### src/rtl/wb_write_arbiter.sv
// Purpose : merges pipeline writeback (A) and buffered long-latency results (B) onto one regfile write port.
// Latency : A is combinational (zero cycles); B is written no earlier than the cycle after it is accepted.
// Backpress: b_ready_o drops while the B FIFO is full; A is never held off, but a starved B head raises stall_o.
//
// Ports:
//   clk_i, rst_ni               clock, asynchronous active-low reset
//   a_wen_i/a_wa_i/a_wd_i       pipeline writeback (always has priority)
//   b_valid_i/b_wa_i/b_wd_i     long-latency result, b_ready_o handshake
//   wen_o/wa_o/wd_o             register file write port
//   pending_mask_o              one bit per register with a live buffered write
//   fifo_count_o                occupied FIFO slots, killed entries included
//   stall_o                     request for a pipeline bubble so the FIFO head can drain
module wb_write_arbiter #(
  parameter int DEPTH        = 4,
  parameter int STARVE_LIMIT = 4
) (
  input  logic                     clk_i,
  input  logic                     rst_ni,
  input  logic                     a_wen_i,
  input  logic [4:0]               a_wa_i,
  input  logic [31:0]              a_wd_i,
  input  logic                     b_valid_i,
  input  logic [4:0]               b_wa_i,
  input  logic [31:0]              b_wd_i,
  output logic                     b_ready_o,
  output logic                     wen_o,
  output logic [4:0]               wa_o,
  output logic [31:0]              wd_o,
  output logic [31:0]              pending_mask_o,
  output logic [$clog2(DEPTH):0]   fifo_count_o,
  output logic                     stall_o
);

  localparam int PW = $clog2(DEPTH);
  localparam int CW = PW + 1;

  logic [PW-1:0]    head_q, head_d;
  logic [PW-1:0]    tail_q, tail_d;
  logic [CW-1:0]    count_q, count_d;
  logic [DEPTH-1:0] live_q, live_d;
  logic [4:0]       wa_q [DEPTH];
  logic [31:0]      wd_q [DEPTH];
  logic [3:0]       starve_q, starve_d;
  logic             stall_q, stall_d;

  logic a_take;     // A owns the port this cycle
  logic empty;
  logic full;
  logic head_live;
  logic b_take;     // live head written this cycle
  logic pop;        // head leaves the FIFO (written or discarded as killed)
  logic push;       // B handshake completes
  logic store;      // accepted result actually occupies a slot

  // Gating A with reset keeps the write port quiet while reset is held.
  assign a_take    = rst_ni && a_wen_i && (a_wa_i != 5'd0);
  assign empty     = (count_q == '0);
  assign full      = (count_q == CW'(DEPTH));
  assign head_live = !empty && live_q[head_q];
  assign b_take    = head_live && !a_take;
  // A killed head frees its slot regardless of A's activity.
  assign pop       = !empty && (!live_q[head_q] || !a_take);
  assign push      = b_valid_i && !full;
  assign store     = push && (b_wa_i != 5'd0);

  assign b_ready_o      = !full;
  assign fifo_count_o   = count_q;
  assign stall_o        = stall_q;

  // Write port mux
  always_comb begin
    wen_o = 1'b0;
    wa_o  = 5'd0;
    wd_o  = 32'd0;
    if (a_take) begin
      wen_o = 1'b1;
      wa_o  = a_wa_i;
      wd_o  = a_wd_i;
    end else if (b_take) begin
      wen_o = 1'b1;
      wa_o  = wa_q[head_q];
      wd_o  = wd_q[head_q];
    end
  end

  // Pending mask from registered state only; r0 never reported.
  always_comb begin
    pending_mask_o = 32'd0;
    for (int i = 0; i < DEPTH; i++) begin
      if (live_q[i]) pending_mask_o[wa_q[i]] = 1'b1;
    end
    pending_mask_o[0] = 1'b0;
  end

  // Next-state: pointers, count, live bits, starvation tracking
  always_comb begin
    head_d   = head_q;
    tail_d   = tail_q;
    count_d  = count_q;
    live_d   = live_q;
    starve_d = starve_q;

    if (pop)   head_d = head_q + PW'(1);
    if (store) tail_d = tail_q + PW'(1);

    case ({store, pop})
      2'b10:   count_d = count_q + CW'(1);
      2'b01:   count_d = count_q - CW'(1);
      default: count_d = count_q;
    endcase

    if (pop) live_d[head_q] = 1'b0;

    // An A write supersedes every older buffered write to the same register.
    for (int i = 0; i < DEPTH; i++) begin
      if (a_take && (wa_q[i] == a_wa_i)) live_d[i] = 1'b0;
    end

    // B counts as older than a same-cycle A write, so it lands pre-killed.
    if (store) live_d[tail_q] = !(a_take && (b_wa_i == a_wa_i));

    if (empty || pop) begin
      starve_d = 4'd0;
    end else if (head_live && a_take && (starve_q != 4'(STARVE_LIMIT))) begin
      starve_d = starve_q + 4'd1;
    end

    // Counter clears whenever the head drains, so this also drops stall then.
    stall_d = (starve_d == 4'(STARVE_LIMIT));
  end

  always_ff @(posedge clk_i or negedge rst_ni) begin
    if (!rst_ni) begin
      head_q   <= '0;
      tail_q   <= '0;
      count_q  <= '0;
      live_q   <= '0;
      starve_q <= 4'd0;
      stall_q  <= 1'b0;
    end else begin
      head_q   <= head_d;
      tail_q   <= tail_d;
      count_q  <= count_d;
      live_q   <= live_d;
      starve_q <= starve_d;
      stall_q  <= stall_d;
    end
  end

  // Payload storage needs no reset: it is only observed through live bits.
  always_ff @(posedge clk_i) begin
    if (store) begin
      wa_q[tail_q] <= b_wa_i;
      wd_q[tail_q] <= b_wd_i;
    end
  end

endmodule

### config.mk
export PLATFORM = sky130hd
export DESIGN_NAME = wb_write_arbiter
export DESIGN_NICKNAME = d
export VERILOG_FILES = /design/src/rtl/wb_write_arbiter.sv
export SDC_FILE = /design/constraint.sdc
export NUM_CORES = 1
export LEC_CHECK = 0
export BUFFER_PORTS_ARGS = -buffer_cell sky130_fd_sc_hd__buf_2
export CAP_MARGIN = 20
export CORE_MARGIN = 5
export CORE_UTILIZATION = 50
export CTS_CLUSTER_SIZE = 10
export DETAILED_ROUTE_END_ITERATION = 10
export PLACE_DENSITY = 0.76
export SLEW_MARGIN = 10
export SYNTH_ARGS = -nofsm -noshare
export SYNTH_HDL_FRONTEND = slang
export SYNTH_SLANG_ARGS = --single-unit
### constraint.sdc
create_clock -name clk_i -period 2.1 [get_ports clk_i]
set_input_delay 0.105 -clock clk_i [delete_from_list [all_inputs] [get_ports clk_i]]
set_output_delay 0.105 -clock clk_i [all_outputs]
set_load 0.02 [all_outputs]
==> report_table.html, run 1 <==
<table>
<tr><th>Metric</th><th>Value</th></tr>
<tr><th colspan="2">GRT</th></tr>
<tr><td>Total grt overflow</td><td>0</td></tr>
<tr><td>Pin count of the biggest net entering global routing</td><td>42</td></tr>
<tr><td>Global-route usage over all layers</td><td>24.7%</td></tr>
<tr><td>Via count of the first global-routing pass</td><td>6,255</td></tr>
<tr><td>Global-route wire length before repair</td><td>34.6 mm</td></tr>
<tr><td>Antenna violations before repair</td><td>3</td></tr>
<tr><th colspan="2">Drt</th></tr>
<tr><td>Via Count</td><td>6,189</td></tr>
<tr><td>Wire length on met2</td><td>12.3 mm</td></tr>
<tr><td>Top layer in use</td><td>met5</td></tr>
<tr><td>WL met1</td><td>9.13 mm</td></tr>
<tr><td>Number of search-and-repair iterations in the first detailed-routing pass</td><td>6</td></tr>
<tr><td>Avg WL per Cell</td><td>24.2 um</td></tr>
<tr><td>Detailed route wirelength on metal3</td><td>2.30 mm</td></tr>
<tr><td>Drc violations</td><td>0</td></tr>
<tr><td>Remaining antenna violation count after routing</td><td>0</td></tr>
<tr><td>Count of routing violations after the opening detailed-route iteration</td><td>633</td></tr>
<tr><td>Sum of routed wire length over all layers</td><td>24.3 mm</td></tr>
<tr><td>Drt via density</td><td>6.18</td></tr>
<tr><th colspan="2">Placement</th></tr>
<tr><td>GP Congestion</td><td>0.851</td></tr>
<tr><td>Number of port buffers</td><td>151</td></tr>
<tr><td>Final HPWL from detailed placement</td><td>14.4 mm</td></tr>
<tr><th colspan="2">Pwr</th></tr>
<tr><td>Peak supply drop</td><td>0.935 mV</td></tr>
<tr><td>Power per cell area</td><td>1290 nW/um^2</td></tr>
<tr><td>Clock power share</td><td>20.8%</td></tr>
<tr><td>P_sw</td><td>4.92 mW</td></tr>
<tr><td>Fraction of power consumed by sequential logic</td><td>33.1%</td></tr>
<tr><td>Net switching fraction of the power</td><td>34.9%</td></tr>
<tr><td>Static power due to leakage</td><td>4.17 nW</td></tr>
<tr><td>Total power after layout</td><td>14.1 mW</td></tr>
<tr><td>Combinational power share</td><td>46.1%</td></tr>
<tr><td>Cell-internal power</td><td>9.17 mW</td></tr>
<tr><th colspan="2">Floorplan</th></tr>
<tr><td>Row count</td><td>46</td></tr>
<tr><td>Die extent in y</td><td>137 um</td></tr>
<tr><td>Die width</td><td>137 um</td></tr>
<tr><td>Initial cell density of the core</td><td>50.7%</td></tr>
<tr><td>Core Region</td><td>15,800 sq um</td></tr>
<tr><td># IOs</td><td>153</td></tr>
<tr><td>Overall die area</td><td>18,700 sq um</td></tr>
<tr><th colspan="2">Logic synthesis</th></tr>
<tr><td>Dominant register cell in the synthesized netlist</td><td>sky130_fd_sc_hd__edfxtp_1</td></tr>
<tr><td>Count of mapped cells out of synthesis</td><td>527</td></tr>
<tr><td>EDFF count, synth</td><td>148</td></tr>
<tr><td>Proportion of synthesized flip-flops having asynchronous set or reset</td><td>9.76%</td></tr>
<tr><td>Fraction of synthesized cell area taken by the top area cell type</td><td>55.4%</td></tr>
<tr><td>Cell type with the largest total area after synthesis</td><td>sky130_fd_sc_hd__edfxtp_1</td></tr>
<tr><td>Summed instance area of the synthesized netlist</td><td>8020 sq um</td></tr>
<tr><td>FF+latch count, synth</td><td>164</td></tr>
<tr><td>Synth cell types</td><td>49</td></tr>
<tr><td>Synthesized area per cell</td><td>15.2 sq um</td></tr>
<tr><td>Dominant cells by area after synthesis</td><td>sky130_fd_sc_hd__edfxtp_1 (55%), sky130_fd_sc_hd__mux4_2 (11%), sky130_fd_sc_hd__dfrtp_1 (5.0%), sky130_fd_sc_hd__a22o_1 (3.8%), sky130_fd_sc_hd__a221o_1 (2.2%)</td></tr>
<tr><td>Sequential element share of the synthesized area</td><td>60.4%</td></tr>
<tr><td>Mapped Nets</td><td>617</td></tr>
<tr><td>Synthesis warning total</td><td>0</td></tr>
<tr><th colspan="2">Run</th></tr>
<tr><td>Max-cap violations</td><td>0</td></tr>
<tr><th colspan="2">Clock tree</th></tr>
<tr><td>Worst-case clock buffer depth</td><td>2</td></tr>
<tr><td>Clock latency of the later-clocked register in the worst-skew pair</td><td>0.42 ns</td></tr>
<tr><td>Clock transition at the registers of the reported paths</td><td>0.06 ns</td></tr>
<tr><td>CTS tree</td><td>yes</td></tr>
<tr><td>Number of sinks handled by clock tree synthesis</td><td>164</td></tr>
<tr><td>Total clock buffers created by CTS</td><td>17</td></tr>
<tr><td>H-tree depth reported by CTS</td><td>4</td></tr>
<tr><td>Cell at the root of the clock tree</td><td>sky130_fd_sc_hd__clkbuf_16</td></tr>
<tr><th colspan="2">Cells and area</th></tr>
<tr><td>Area growth from synthesis to layout</td><td>35.8%</td></tr>
<tr><td>Fillcell total</td><td>1,034</td></tr>
<tr><td>Final #Nets</td><td>861</td></tr>
<tr><td>Fraction of final layout cells sized beyond drive strength 1</td><td>42.6%</td></tr>
<tr><th colspan="2">Timing</th></tr>
<tr><td>Worst relative slew slack</td><td>51.8%</td></tr>
<tr><td>Post-layout min period</td><td>2.34 ns</td></tr>
<tr><td>Fraction of the cycle the final worst path needs</td><td>111%</td></tr>
<tr><td>Peak clock frequency supported by timing</td><td>427 MHz</td></tr>
<tr><td>Post-route worst hold slack</td><td>0.0206 ns</td></tr>
<tr><td>Final setup margin</td><td>-0.240 ns</td></tr>
<tr><td>Finish-stage setup viols</td><td>39</td></tr>
<tr><td>Unrepaired setup endpoints after global routing</td><td>yes</td></tr>
<tr><td>Worst setup skew after layout</td><td>0.0110 ns</td></tr>
<tr><td>Final count of pins violating max slew</td><td>0</td></tr>
<tr><td>Number of hold violations in the final report</td><td>0</td></tr>
<tr><td>Transition time at the pin with the least slew margin</td><td>0.716 ns</td></tr>
<tr><th colspan="2">Setup path</th></tr>
<tr><td>Startpoint types</td><td>primary input</td></tr>
<tr><td>Maximum fanout along the worst path</td><td>37</td></tr>
<tr><td>Data required time at the worst endpoint</td><td>2.00 ns</td></tr>
<tr><td>Endpoint class of the critical path</td><td>output port</td></tr>
<tr><td>Critical path's largest stage delay</td><td>0.54 ns</td></tr>
<tr><td>Worst path cell trace</td><td>buf_2, or4_4, o211a_1, buf_4, nor2_8, clkbuf_16, a22o_1, buf_6</td></tr>
<tr><td>Endpoint arrival time on the critical path</td><td>2.23 ns</td></tr>
<tr><td>Type of the worst setup path</td><td>in -&gt; out</td></tr>
<tr><td>Cell type of the slowest stage on the worst timing path</td><td>sky130_fd_sc_hd__or4_4</td></tr>
<tr><th colspan="2">Status</th></tr>
<tr><td>Violated checks</td><td>negative setup slack</td></tr>
<tr><td>Status</td><td>finished with violations</td></tr>
<tr><th colspan="2">Hold path</th></tr>
<tr><td>Hold Crit Class</td><td>in -&gt; reg</td></tr>
</table>
## final timing paths
kind                                                  start                           to  slack, ns  cells past startpoint
worst min register to register  fifo_count_o[2]$_DFFE_PN0P_  fifo_count_o[2]$_DFFE_PN0P_       0.49                      1
worst max register to register        head_q[0]$_DFFE_PN0N_  fifo_count_o[2]$_DFFE_PN0P_      -0.20                      9
min in group asynchronous                            rst_ni            stall_o$_DFF_PN0_       0.28                      3
worst min-delay path                              b_wa_i[0]         wa_q[1][0]$_DFFE_PP_       0.02                      1
worst max-delay path                              a_wa_i[1]                     wd_o[11]      -0.24                      8
max in group asynchronous                            rst_ni        head_q[1]$_DFFE_PN0N_       1.61                      3
## power groups by stage
stage	Sequential [mW]	Clock, mW	Combinational (mW)
after floorplan	4.62	0	3.41
after global routing	4.70	3.14	6.85
after detailed placement	4.71	0	5.14
after CTS	4.62	2.96	5.74
final	4.66	2.93	6.50
after global placement	4.66	0	5.07
## metrics by stage
step / setup slack (ns) / std cells / utilization, % / TNS (ns) / instance area, sq um
3_3_place_gp: -0.262 / 898 / 58.6 / -1.36 / 9270
2_1_floorplan: -0.146 / 527 / - / -0.619 / 8060
5_1_grt: -0.322 / 1002 / 68.8 / -10.19 / 10900
4_1_cts: -0.191 / 985 / 66.1 / -6.27 / 10500
3_5_place_dp: -0.281 / 899 / 58.6 / -1.54 / 9280
6_report: -0.240 / 1002 / 68.8 / -7.81 / 10900
## routing by layer
metal,up-vias,global-route usage [%]
li1,2646,-
met1,3093,31.6
met2,392,41.4
met3,56,5.77
met4,2,8.90
met5,-,0
## cell type report
class / count / area [sq um] / share of cell area [%]
sequential: 164 / 4850 / 44.5
clock buffer: 19 / 433 / 3.97
timing repair buffer: 266 / 2140 / 19.6
multi-input combinational: 308 / 3020 / 27.7
clock inverter: 13 / 124 / 1.14
tap: 216 / 270 / 2.48
inverter: 14 / 52.6 / 0.482
antenna: 2 / 5.00 / 0.0459
## critical path, delay by kind of cell
kind                   cells  cell delay [ns]
AO/OA/AOI/OAI              2             0.44
AND/OR/NAND/NOR            2             0.90
buffers and inverters      4             0.77
## cell families (layout without fill, tap and decap cells)
kind of cell | Yosys count | in the layout | synth area share, %
multiplexers | 42 | 42 | 11.2
XOR/XNOR | 31 | 31 | 3.39
other | 1 | 3 | 0.0468
AO/OA/AOI/OAI | 116 | 116 | 12.1
flip-flops | 164 | 164 | 60.4
buffers and inverters | 55 | 312 | 3.21
adder cells (fa/ha/maj) | 12 | 12 | 1.97
AND/OR/NAND/NOR | 106 | 106 | 7.72
## cell usage after synthesis (6+ instances only)
cell type,number
sky130_fd_sc_hd__edfxtp_1,148
sky130_fd_sc_hd__o22ai_1,18
sky130_fd_sc_hd__ha_1,11
sky130_fd_sc_hd__xor2_1,12
sky130_fd_sc_hd__dfrtp_1,16
sky130_fd_sc_hd__xnor2_1,19
sky130_fd_sc_hd__nand3_1,12
sky130_fd_sc_hd__nor3b_1,8
sky130_fd_sc_hd__nand2_1,19
sky130_fd_sc_hd__a22o_1,35
sky130_fd_sc_hd__nor2_1,19
sky130_fd_sc_hd__inv_1,14
sky130_fd_sc_hd__or3b_2,6
sky130_fd_sc_hd__o221ai_1,13
sky130_fd_sc_hd__mux4_2,38
sky130_fd_sc_hd__clkbuf_1,26
sky130_fd_sc_hd__nand3b_1,11
sky130_fd_sc_hd__a22oi_1,13
sky130_fd_sc_hd__a221o_1,18
sky130_fd_sc_hd__buf_2,8
## sequential cells by signal, indices dropped and copies added (netlist names)
name / count
fifo_count_o: 3
live_q: 4
starve_q: 4
wd_q: 128
head_q: 2
stall_o: 1
wa_q: 20
tail_q: 2
## layout by cell type (no fill, tap or decap), types with 3 or more instances in the layout
| cell | count |
|---|---|
| sky130_fd_sc_hd__mux4_2 | 38 |
| sky130_fd_sc_hd__nor3_1 | 4 |
| sky130_fd_sc_hd__or3b_4 | 4 |
| sky130_fd_sc_hd__a22oi_1 | 13 |
| sky130_fd_sc_hd__nand3b_1 | 11 |
| sky130_fd_sc_hd__xnor2_1 | 19 |
| sky130_fd_sc_hd__buf_12 | 5 |
| sky130_fd_sc_hd__buf_4 | 65 |
| sky130_fd_sc_hd__ha_1 | 10 |
| sky130_fd_sc_hd__buf_2 | 113 |
| sky130_fd_sc_hd__dfrtp_1 | 11 |
| sky130_fd_sc_hd__clkinvlp_4 | 3 |
| sky130_fd_sc_hd__o211ai_1 | 5 |
| sky130_fd_sc_hd__nand3_1 | 12 |
| sky130_fd_sc_hd__nor3b_2 | 6 |
| sky130_fd_sc_hd__nor4_1 | 5 |
| sky130_fd_sc_hd__clkbuf_16 | 20 |
| sky130_fd_sc_hd__xor2_1 | 12 |
| sky130_fd_sc_hd__and3_1 | 4 |
| sky130_fd_sc_hd__and2_1 | 4 |
| sky130_fd_sc_hd__a221o_1 | 18 |
| sky130_fd_sc_hd__edfxtp_1 | 148 |
| sky130_fd_sc_hd__o221ai_1 | 13 |
| sky130_fd_sc_hd__o32ai_1 | 4 |
| sky130_fd_sc_hd__nand2_1 | 18 |
| sky130_fd_sc_hd__inv_6 | 3 |
| sky130_fd_sc_hd__dfrtp_2 | 5 |
| sky130_fd_sc_hd__buf_16 | 3 |
| sky130_fd_sc_hd__and3b_1 | 3 |
| sky130_fd_sc_hd__nor2_1 | 19 |
| sky130_fd_sc_hd__a22o_1 | 34 |
| sky130_fd_sc_hd__clkinv_1 | 5 |
| sky130_fd_sc_hd__dlygate4sd3_1 | 35 |
| sky130_fd_sc_hd__inv_1 | 8 |
| sky130_fd_sc_hd__buf_6 | 41 |
| sky130_fd_sc_hd__o22ai_1 | 17 |
## timing repair
action,4_1_cts,5_1_grt
gates resized for setup,31,73
pin swaps,5,6
cloned,2,4
hold buffers,35,0
setup buffers,17,11
endpoints found under the hold margin,151,0
setup endpoints to repair,49,63
No activity file was read; power rests on OpenSTA's default activity.
==> run 2: changes to the inputs <==
- ABC_AREA: default -> 1
- CORE_UTILIZATION: 50 -> 51
- PLACE_DENSITY: 0.76 -> 0.77
==> run 2 against run 1 <==
The run still ends with negative setup slack left; via count increased by 18%; largest power group unchanged; fmax is 11% higher; critical path type is now reg -> out; synthesized area grew 2.0%; clock skew shrank 0.0017 ns; total power rose by 3.0%; largest cell class unchanged.
==> report_table.html, run 2 <==
<table>
<tr><th>Metric</th><th>Value</th></tr>
<tr><th colspan="2">Placement</th></tr>
<tr><td>Final HPWL from detailed placement</td><td>14.5 mm</td></tr>
<tr><td>Area post-placement</td><td>9320 sq um</td></tr>
<tr><td>Placement-stage worst setup slack</td><td>0.143 ns</td></tr>
<tr><td>Number of port buffers</td><td>151</td></tr>
<tr><td>GP Congestion</td><td>0.962</td></tr>
<tr><th colspan="2">Floorplan</th></tr>
<tr><td>Die width</td><td>137 um</td></tr>
<tr><td>Overall die area</td><td>18,700 sq um</td></tr>
<tr><td>Core Region</td><td>15,800 sq um</td></tr>
<tr><td># IOs</td><td>153</td></tr>
<tr><td>Row count</td><td>46</td></tr>
<tr><td>Die extent in y</td><td>137 um</td></tr>
<tr><td>Initial cell density of the core</td><td>51.7%</td></tr>
<tr><th colspan="2">Drt</th></tr>
<tr><td>Number of search-and-repair iterations in the first detailed-routing pass</td><td>6</td></tr>
<tr><td>Drc violations</td><td>0</td></tr>
<tr><td>Via Count</td><td>7,332</td></tr>
<tr><td>Remaining antenna violation count after routing</td><td>0</td></tr>
<tr><td>Avg WL per Cell</td><td>20.4 um</td></tr>
<tr><td>Sum of routed wire length over all layers</td><td>25.2 mm</td></tr>
<tr><td>Drt via density</td><td>5.94</td></tr>
<tr><td>Count of routing violations after the opening detailed-route iteration</td><td>768</td></tr>
<tr><th colspan="2">Timing</th></tr>
<tr><td>Peak clock frequency supported by timing</td><td>475 MHz</td></tr>
<tr><td>Fraction of the cycle the final worst path needs</td><td>100%</td></tr>
<tr><td>Finish-stage setup viols</td><td>3</td></tr>
<tr><td>Post-layout min period</td><td>2.11 ns</td></tr>
<tr><td>Final count of pins violating max slew</td><td>0</td></tr>
<tr><td>Worst setup skew after layout</td><td>0.00927 ns</td></tr>
<tr><td>Final setup margin</td><td>-0.00715 ns</td></tr>
<tr><td>Number of hold violations in the final report</td><td>0</td></tr>
<tr><td>Post-route worst hold slack</td><td>0.179 ns</td></tr>
<tr><td>Unrepaired setup endpoints after global routing</td><td>yes</td></tr>
<tr><th colspan="2">Run</th></tr>
<tr><td>Max-cap violations</td><td>0</td></tr>
<tr><th colspan="2">Pwr</th></tr>
<tr><td>Power per cell area</td><td>1350 nW/um^2</td></tr>
<tr><td>Total power after layout</td><td>14.5 mW</td></tr>
<tr><td>Static power due to leakage</td><td>4.32 nW</td></tr>
<tr><td>Peak supply drop</td><td>0.965 mV</td></tr>
<tr><th colspan="2">GRT</th></tr>
<tr><td>Global-route wire length before repair</td><td>37.0 mm</td></tr>
<tr><td>Global-route usage over all layers</td><td>25.8%</td></tr>
<tr><td>Antenna violations before repair</td><td>1</td></tr>
<tr><td>Total grt overflow</td><td>0</td></tr>
<tr><td>Via count of the first global-routing pass</td><td>7,080</td></tr>
<tr><td>Pin count of the biggest net entering global routing</td><td>77</td></tr>
<tr><th colspan="2">Cells and area</th></tr>
<tr><td>Highest-count cells in the layout ignoring fill and taps</td><td>sky130_fd_sc_hd__edfxtp_1 (148), sky130_fd_sc_hd__buf_2 (121), sky130_fd_sc_hd__nand2_1 (101)</td></tr>
<tr><td>Final #Nets</td><td>1,095</td></tr>
<tr><td>Top register by number of flip-flops</td><td>wd_q</td></tr>
<tr><td>Flip-flop count of the largest register after layout</td><td>128</td></tr>
<tr><td>Largest registers</td><td>wd_q x128, wa_q x20</td></tr>
<tr><td>Fraction of final layout cells sized beyond drive strength 1</td><td>28.4%</td></tr>
<tr><td>Commonest non-fill, non-tap cell in the layout</td><td>sky130_fd_sc_hd__edfxtp_1</td></tr>
<tr><td>Share of the core filled with cells</td><td>68.0%</td></tr>
<tr><td>Area growth from synthesis to layout</td><td>31.5%</td></tr>
<tr><td>Final cell area excluding filler cells</td><td>10,800 sq um</td></tr>
<tr><th colspan="2">Logic synthesis</th></tr>
<tr><td>Synthesis warning total</td><td>0</td></tr>
<tr><td>Count of mapped cells out of synthesis</td><td>798</td></tr>
<tr><td>EDFF count, synth</td><td>148</td></tr>
<tr><td>Fraction of synthesized cell area taken by the top area cell type</td><td>54.3%</td></tr>
<tr><td>Dominant cells by area after synthesis</td><td>sky130_fd_sc_hd__edfxtp_1 (54%), sky130_fd_sc_hd__nand2_1 (6.4%), sky130_fd_sc_hd__dfrtp_1 (4.9%), sky130_fd_sc_hd__o21ai_0 (4.9%), sky130_fd_sc_hd__nand3_1 (4.3%)</td></tr>
<tr><td>Sequential element share of the synthesized area</td><td>59.2%</td></tr>
<tr><td>FF+latch count, synth</td><td>164</td></tr>
<tr><td>Dominant register cell in the synthesized netlist</td><td>sky130_fd_sc_hd__edfxtp_1</td></tr>
<tr><td>Top cell types by occurrence after synthesis</td><td>sky130_fd_sc_hd__edfxtp_1 (148), sky130_fd_sc_hd__nand2_1 (140), sky130_fd_sc_hd__nor2_1 (82), sky130_fd_sc_hd__o21ai_0 (80), sky130_fd_sc_hd__nand3_1 (70)</td></tr>
<tr><td>Most common cell in the netlist</td><td>sky130_fd_sc_hd__edfxtp_1</td></tr>
<tr><td>Summed instance area of the synthesized netlist</td><td>8180 sq um</td></tr>
<tr><td>Mapped Nets</td><td>888</td></tr>
<tr><td>Cell type with the largest total area after synthesis</td><td>sky130_fd_sc_hd__edfxtp_1</td></tr>
<tr><td>Synth cell types</td><td>32</td></tr>
<tr><td>Synthesized area per cell</td><td>10.3 sq um</td></tr>
<tr><td>Proportion of synthesized flip-flops having asynchronous set or reset</td><td>9.76%</td></tr>
<tr><th colspan="2">Hold path</th></tr>
<tr><td>Hold Crit Class</td><td>in -&gt; async</td></tr>
<tr><th colspan="2">Status</th></tr>
<tr><td>Violated checks</td><td>negative setup slack</td></tr>
<tr><td>Status</td><td>finished with violations</td></tr>
<tr><th colspan="2">Setup path</th></tr>
<tr><td>Top cell by count, worst path</td><td>sky130_fd_sc_hd__nand2_2</td></tr>
<tr><td>Endpoint arrival time on the critical path</td><td>2.00 ns</td></tr>
<tr><td>Worst path cell trace</td><td>inv_4, nand2_2, nand3_2, nand2_2, nor3_4, buf_6, buf_12, nand2_4, nand2_2, buf_6</td></tr>
<tr><td>Maximum fanout along the worst path</td><td>8</td></tr>
<tr><td>Data required time at the worst endpoint</td><td>2.00 ns</td></tr>
<tr><td>Type of the worst setup path</td><td>reg -&gt; out</td></tr>
<tr><td>Cell type of the slowest stage on the worst timing path</td><td>sky130_fd_sc_hd__dfrtp_2</td></tr>
<tr><td>Startpoint types</td><td>register</td></tr>
<tr><td>Endpoint class of the critical path</td><td>output port</td></tr>
<tr><td>Top delay family on crit path</td><td>simple AND/OR/NAND/NOR gates</td></tr>
<tr><td>Crit path buffers/inverters</td><td>4</td></tr>
<tr><td>Critical path's largest stage delay</td><td>0.45 ns</td></tr>
<tr><th colspan="2">Clock tree</th></tr>
<tr><td>Clock transition at the registers of the reported paths</td><td>0.06 ns</td></tr>
<tr><td>Total clock buffers created by CTS</td><td>17</td></tr>
<tr><td>Cell at the root of the clock tree</td><td>sky130_fd_sc_hd__clkbuf_16</td></tr>
<tr><td>Worst-case clock buffer depth</td><td>2</td></tr>
<tr><td>H-tree depth reported by CTS</td><td>4</td></tr>
<tr><td>Clock latency of the later-clocked register in the worst-skew pair</td><td>0.42 ns</td></tr>
<tr><td>Number of sinks handled by clock tree synthesis</td><td>164</td></tr>
<tr><td>CTS tree</td><td>yes</td></tr>
</table>
-- run 2: changes by cell type in the layout (fill, tap and decap cells not counted), moves of 26 or more --
cell	delta
sky130_fd_sc_hd__o21ai_0	+74
sky130_fd_sc_hd__nand3_1	+55
sky130_fd_sc_hd__mux4_2	-38
sky130_fd_sc_hd__inv_1	+33
sky130_fd_sc_hd__o22a_1	+26
sky130_fd_sc_hd__nand2_2	+41
sky130_fd_sc_hd__a22o_1	-34
sky130_fd_sc_hd__nand2_1	+83
sky130_fd_sc_hd__nor2_1	+63
-- run 2: path summary, 6_finish.rpt --
path	startpoint	end	slack, ns	cells after the start
hold / removal	rst_ni	starve_q[3]$_DFF_PN0_	0.18	3
setup / recovery	head_q[0]$_DFFE_PN0N_	wd_o[20]	-0.007	10
min in group clk_i	b_valid_i	tail_q[1]$_DFFE_PN0P_	0.19	4
max in group asynchronous	rst_ni	head_q[0]$_DFFE_PN0N_	1.72	3
hold reg to reg	fifo_count_o[2]$_DFFE_PN0P_	fifo_count_o[2]$_DFFE_PN0P_	0.56	1
setup reg to reg	fifo_count_o[1]$_DFFE_PN0P_	fifo_count_o[2]$_DFFE_PN0P_	0.04	11
-- run 2: cell families after synthesis --
group,share of synthesized area (%)
DFF,59.2
and+or+nand+nor,16.1
buffers and inverters,4.76
AOI/OAI and AO/OA,14.6
other,0.0458
adders and majority gates,1.93
xor gates and xnor gates,3.32
-- run 2: worst reg2reg max path, delay by kind of cell, from the launching register on --
kind	cells	cell delay (ns)
compound gates	2	0.23
xor+xnor	1	0.13
fa+ha+maj	2	0.51
buf+inv	4	0.45
flops	1	0.44
simple gates	2	0.18
-- run 2: per-layer routing --
metal / GRT usage (%) / vias to the layer above / share of wire [%]
li1: - / 3289 / -
met1: 31.7 / 3510 / 37
met2: 45.2 / 478 / 51
met3: 4.71 / 55 / 9.1
met4: 9.97 / 0 / 2.1
met5: 0 / - / 0
-- run 2: per-stage QoR --
| step | TNS (ns) | cells |
|---|---|---|
| floorplan | 0 | 798 |
| global placement | 0 | 1152 |
| detailed placement | 0 | 1152 |
| CTS | 0 | 1231 |
| global route | -1.21 | 1234 |
| finish | -0.00878 | 1234 |
-- run 2: power by group --
group / switching (mW) / total [mW] / internal, mW
clock network: 1.24 / 2.98 / 1.74
registers: 0.359 / 4.65 / 4.29
logic: 4.33 / 6.88 / 2.55
total: 5.92 / 14.5 / 8.59
-- run 2: layout make-up --
cell class / count / area, sq um
antenna: 1 / 2.50
clock buffer: 18 / 429
clock inverter: 13 / 135
fill: 1116 / 5070
inverter: 48 / 198
multi-input combinational: 543 / 3090
sequential: 164 / 4850
tap: 216 / 270
timing repair buffer: 231 / 1780
-- run 2: repair_timing --
action                                  CTS  global route
pin swaps                                 3            14
setup buffers                             9             1
cloned                                    2             2
gates resized for setup                  47            72
hold endpoints to repair                164             0
hold buffers                             38             0
endpoints found under the setup margin   35            40
